### src/rtl/lfsr_pkg.sv
// lfsr_pkg: opcodes and engine states shared by the LFSR PRPG core.
package lfsr_pkg;
  typedef enum logic [3:0] {
    NOP       = 4'd0,
    CFG_TAP   = 4'd1,
    INIT_L    = 4'd2,
    RUN       = 4'd3,
    STORE     = 4'd4,
    LOAD      = 4'd5,
    INIT_ADDR = 4'd6,
    ADD_ADDR  = 4'd7,
    STORE_HD  = 4'd9,
    CLR_STATS = 4'd10,
    HALT      = 4'd15
  } op_e;
  typedef enum logic [1:0] {ST_IDLE, ST_RUN, ST_HALT} state_e;
endpackage

### src/rtl/lfsr_step.sv
// lfsr_step: one Galois LFSR step plus popcount of the bits it flips.
module lfsr_step #(
  parameter int WIDTH = 8,
  parameter int HD_W  = $clog2(WIDTH + 1)
) (
  input  logic [WIDTH-1:0] q,
  input  logic [WIDTH-1:0] tap,
  output logic [WIDTH-1:0] q_next,
  output logic [HD_W-1:0]  hd
);
  always_comb begin
    q_next = {q[WIDTH-2:0], q[WIDTH-1]} ^ (tap & {{(WIDTH-1){q[WIDTH-1]}}, 1'b0});
    hd = '0;
    for (int i = 0; i < WIDTH; i++) hd = hd + HD_W'(q[i] ^ q_next[i]);
  end
endmodule

### src/rtl/lfsr_prpg_core.sv
// lfsr_prpg_core: command-driven Galois LFSR engine with pattern memory and step statistics.
module lfsr_prpg_core
  import lfsr_pkg::*;
#(
  parameter int WIDTH = 8,
  parameter int DEPTH = 16,
  parameter int CYC_W = 8,
  parameter int SUM_W = 16,
  parameter logic [WIDTH-1:0] SEED = WIDTH'(1),
  parameter logic [WIDTH-1:0] TAP_DEFAULT = WIDTH'(8'h1C),
  localparam int ADDR_W = $clog2(DEPTH),
  localparam int HD_W = $clog2(WIDTH + 1)
) (
  input  logic              clk,
  input  logic              rst,
  input  logic              cmd_valid,
  output logic              cmd_ready,
  input  logic [3:0]        cmd_op,
  input  logic [WIDTH-1:0]  cmd_arg,
  output logic [WIDTH-1:0]  q,
  output logic [WIDTH-1:0]  q_next,
  output logic [HD_W-1:0]   hd_last,
  output logic [SUM_W-1:0]  hd_sum,
  output logic [7:0]        run_count,
  output logic [ADDR_W-1:0] addr,
  output logic [WIDTH-1:0]  mem_rdata,
  output logic              busy,
  output logic              done,
  output logic              halted
);
  state_e state_q, state_d;
  logic [CYC_W-1:0] cnt_q, cnt_d;
  logic [WIDTH-1:0] q_q, q_d, tap_q, tap_d, mem_wdata, step_next;
  logic [ADDR_W-1:0] addr_q, addr_d;
  logic [HD_W-1:0] hd_last_q, hd_last_d, step_hd;
  logic [SUM_W-1:0] hd_sum_q, hd_sum_d;
  logic [SUM_W:0] sum_add;
  logic [7:0] run_count_q, run_count_d;
  logic done_q, done_d, mem_we;
  logic [WIDTH-1:0] mem_q [DEPTH];
  lfsr_step #(.WIDTH(WIDTH), .HD_W(HD_W)) u_step (
    .q(q_q), .tap(tap_q), .q_next(step_next), .hd(step_hd)
  );
  // Extra carry bit detects overflow for the saturating accumulator.
  assign sum_add = {1'b0, hd_sum_q} + (SUM_W + 1)'(step_hd);
  always_comb begin
    state_d = state_q;
    cnt_d = cnt_q;
    q_d = q_q;
    tap_d = tap_q;
    addr_d = addr_q;
    hd_last_d = hd_last_q;
    hd_sum_d = hd_sum_q;
    run_count_d = run_count_q;
    done_d = 1'b0;
    mem_we = 1'b0;
    mem_wdata = q_q;
    if (state_q == ST_RUN) begin
      q_d = step_next;
      hd_last_d = step_hd;
      hd_sum_d = sum_add[SUM_W] ? '1 : sum_add[SUM_W-1:0];
      cnt_d = cnt_q - CYC_W'(1);
      if (cnt_q == CYC_W'(1)) begin
        state_d = ST_IDLE;
        done_d = 1'b1;
      end
    end else if (cmd_valid && cmd_ready) begin
      case (op_e'(cmd_op))
        CFG_TAP:   tap_d = cmd_arg;
        INIT_L:    q_d = cmd_arg;
        INIT_ADDR: addr_d = ADDR_W'(cmd_arg);
        ADD_ADDR:  addr_d = addr_q + ADDR_W'(cmd_arg);
        STORE:     mem_we = 1'b1;
        LOAD:      q_d = mem_q[addr_q];
        STORE_HD: begin
          mem_we = 1'b1;
          mem_wdata = WIDTH'(hd_sum_q);
        end
        CLR_STATS: begin
          hd_sum_d = '0;
          hd_last_d = '0;
          run_count_d = '0;
        end
        HALT:      state_d = ST_HALT;
        RUN: begin
          run_count_d = run_count_q + 8'd1;
          cnt_d = CYC_W'(cmd_arg);
          if (cnt_d == '0) done_d = 1'b1;
          else state_d = ST_RUN;
        end
        default: ;
      endcase
    end
  end
  always_ff @(posedge clk or posedge rst) begin
    if (rst) begin
      state_q <= ST_IDLE;
      cnt_q <= '0;
      q_q <= SEED;
      tap_q <= TAP_DEFAULT;
      addr_q <= '0;
      hd_last_q <= '0;
      hd_sum_q <= '0;
      run_count_q <= '0;
      done_q <= 1'b0;
    end else begin
      state_q <= state_d;
      cnt_q <= cnt_d;
      q_q <= q_d;
      tap_q <= tap_d;
      addr_q <= addr_d;
      hd_last_q <= hd_last_d;
      hd_sum_q <= hd_sum_d;
      run_count_q <= run_count_d;
      done_q <= done_d;
    end
  end
  // Pattern memory keeps its contents across reset.
  always_ff @(posedge clk) begin
    if (mem_we) mem_q[addr_q] <= mem_wdata;
  end
  assign cmd_ready = state_q == ST_IDLE;
  assign q = q_q;
  assign q_next = step_next;
  assign hd_last = hd_last_q;
  assign hd_sum = hd_sum_q;
  assign run_count = run_count_q;
  assign addr = addr_q;
  assign mem_rdata = mem_q[addr_q];
  assign busy = state_q == ST_RUN;
  assign done = done_q;
  assign halted = state_q == ST_HALT;
endmodule
### config.mk
export PLATFORM = sky130hd
export DESIGN_NAME = lfsr_prpg_core
export DESIGN_NICKNAME = d
export VERILOG_FILES = /design/src/rtl/lfsr_pkg.sv /design/src/rtl/lfsr_step.sv /design/src/rtl/lfsr_prpg_core.sv
export SDC_FILE = /design/constraint.sdc
export NUM_CORES = 1
export LEC_CHECK = 0
export ABC_AREA = 1
export CAP_MARGIN = 40
export CORE_MARGIN = 2
export CORE_UTILIZATION = 55
export CTS_CLUSTER_SIZE = 14
export DETAILED_ROUTE_END_ITERATION = 7
export DONT_BUFFER_PORTS = 1
export HOLD_SLACK_MARGIN = 0.12
export PLACE_DENSITY = 0.7
export RECOVER_POWER = 25
export SLEW_MARGIN = 30
export SYNTH_ARGS = -nofsm -noshare
export SYNTH_HDL_FRONTEND = slang
export SYNTH_SLANG_ARGS = --single-unit
### constraint.sdc
create_clock -name clk -period 10.9 [get_ports clk]
set_clock_uncertainty 0.1 [all_clocks]
set_input_delay 1.09 -clock clk [delete_from_list [all_inputs] [get_ports clk]]
set_output_delay 1.09 -clock clk [all_outputs]
set_load 0.005 [all_outputs]
==> flow_summary.ini <==
[min_path]
hp-class = reg2reg
min_path_cells = 2

[route]
route.vias.total = 7010
routed_wl_um = 22510
detail_route.first_pass.iterations = 5
vias_per_cell = 5.401
antenna_left = 0
first_iter_violations = 538
drc = 0
routedWlPerCell_um = 17.34

[layout]
syn2layout_area_growth_pct = 7.225
nFillCells = 1438
final_cell_mix = nand2_1, edfxtp_1, inv_1
final_cells = 1298
drive_gt1_share_pct = 6.586
fin_area_mm2 = 0.01016
diodes = 0
fin_nets = 1099
mostFrequentLayoutCell = nand2_1

[yosys]
yosys.area.top_type_share_pct = 40.58
syn-num-nets = 1100
synth_area_leaders = edfxtp_1, nand2_1, dfrtp_1, inv_1, o21ai_0
yosysTopAreaCell = edfxtp_1
ys_types = 46
async_flop_share_pct = 31.18
synth_area_mm2 = 0.009473
synth_edf_count = 128
yosys_register_bits = 186
synth_area_per_cell_um2 = 8.886
yosysSeqAreaShare_pct = 55.95
synth_flop_cell = edfxtp_1
syn_inst = 1066
ys_warn_count = 0

[clock_network]
cts_setup_buffers = 0
hold_buffers = 0
cts-buffers-inserted = 17
cts_resized = 0
cts_tree = built
clk_pin_slew_ps = 70
cts_root_buffer = clkbuf_16
clock_sinks = 186
worstSkewPairLatency_ps = 430
htreeDepth = 4
cts_buffer_depth = 2

[critical_path]
path_cells = nand2_1 -> nand2_1 -> nand2_1 -> nand2_1 -> o21ai_0 -> fa_1 -> fa_1 -> inv_1 -> fa_1 -> inv_1 -> ha_1 -> inv_1 -> fa_1 -> fa_1 -> o21ai_2 -> nand2_2 -> nor2_4 -> nand3_4 -> nand3_1 -> nand2_1 -> o21ai_1
slowest_delay_ps = 780
cp.arrival_ps = 5610
slowest_stage = dfrtp_1
reg2reg_depth = 21
cp.required_ps = 11150
worst_setup_path_end_kind = register
crit_fanout = 22
critPathKind = reg2reg
start_kind = register

[floorplanning]
die_h_um = 135.2
rows = 47
die_w_um = 135.2
die-area_mm2 = 0.01829
core_area_mm2 = 0.01670
num_io_pins = 75
initial_core_util_pct = 56.72

[global_route]
grtUsageTotal_pct = 25.39
first_global_vias = 6481
grt_first_pass_wirelength_um = 35360
antenna_found_initial = 0
grt_max_degree = 67
grt_remaining_overflow = 0

[timing]
max-slew-margin-rel_pct = -111.7
slew_viol_final = 107
fin_crit_ps = 5356
finalCritPeriodShare_pct = 49.14
rsz0062_at_grt = no
setup_viol = 0
worst_pin_slew_ps = 3176
fmax_mhz = 186.7
hold_viol_final = 0
fin_tns_setup_ps = 0

[placement]
port_buffers = 0
placed_area_mm2 = 0.009638
gp_congestion = 0.9605
hpwl_um = 15080
dp.cells = 1263

[outcome]
outcome = finished, violations left
violations = max-capacitance violations, max-slew violations

[power]
leakage_nw = 4.340
ir_drop_v = 0.0001145
power_density_mw_per_mm2 = 134.1

[job]
cap_violations = 2
==> cell usage after synthesis (2+ instances only) <==
cell type,count
buf_4,9
nor2_4,5
clkbuf_1,7
nand2_2,5
dfrtp_1,54
nor3_1,9
o21ai_2,2
nand3b_1,4
a22o_1,4
nand3_1,34
o21ai_1,20
nor2_2,3
nor4_1,2
o22ai_1,3
ha_1,13
nand4_1,15
inv_1,78
nand4_2,2
buf_2,14
a21oi_1,30
nand2_1,479
buf_6,4
o21ai_0,44
o31ai_1,3
fa_1,6
dfstp_2,4
nand2_4,4
xnor2_1,6
edfxtp_1,128
nand3_2,2
nor2_1,36
a22oi_1,2
xor2_1,14
inv_2,9
==> layout make-up <==
type                            instances  area (um^2)  area share, %
Sequential cell                       186         5301          52.19
Inverter                               88        335.3          3.301
Clock inverter                         14        136.4          1.343
Multi-Input combinational cell        757         3578          35.23
Timing Repair Buffer                   15        101.3         0.9978
Tap cell                              220        275.3          2.710
Clock buffer                           18        429.2          4.225
==> worst max-delay path: cells and delay by family (launching register included) <==
family,cells,cell delay [ps]
simple gates,9,900
fa+ha+maj,6,2760
buf+inv,3,180
compound gates,3,560
flops,1,780
==> flip-flops by register name, summed over array words and instances, names as in the netlist <==
signal and count:
mem_q 128, hd_sum 16, cnt_q 8, q 8
run_count 8, tap_q 7, addr 4, hd_last 4
state_q 2, done 1
==> routing by layer <==
metal / up-vias / track usage [%] / wire length [um]
met4: 0 / 8.160 / 520
met1: 3296 / 35.20 / 10040
met2: 195 / 40.75 / 10560
met3: 37 / 4.938 / 1386
li1: 3482 / - / -
met5: - / 0 / 0
==> kinds of logic after synthesis <==
group                      Yosys count  synth area share [%]
and+or+nand+nor                    604                 26.73
adders and majority gates           19                 2.985
buffers and inverters              123                 5.785
DFF                                186                 55.95
AOI/OAI and AO/OA                  114                 6.697
xor gates and xnor gates            20                 1.849
==> where the power goes <==
group          internal, W  total [W]  switching, W
clock network     0.000321   0.000599      0.000278
registers         0.000748   0.000748             0
logic           0.00000443  0.0000160     0.0000115
==> per-stage QoR <==
stage / utilization (%) / worst slack [ps] / total power (W) / hold WS, ps
floorplan: - / 6145 / 0.0007758 / 373.8
global placement: 57.62 / 5717 / 0.0007796 / 389.3
detailed placement: 57.71 / 5612 / 0.0007798 / 399.3
CTS: 61.10 / 5587 / 0.001369 / 417.6
global route: 60.82 / 5117 / 0.001396 / 447.3
finish: 60.82 / 5544 / 0.001362 / 417.0
==> final timing paths <==
check                          from      endpoint  slack [ps]
hold / removal             tap_q[3]      tap_q[3]         420
setup / recovery               q[7]    hd_sum[10]        5540
hold reg to reg            tap_q[3]      tap_q[3]         420
min in group asynchronous       rst  run_count[1]        1650
max in group asynchronous       rst       addr[0]        7020
setup reg to reg               q[7]    hd_sum[10]        5540
Note: power is estimated with default switching activity, not from simulation.
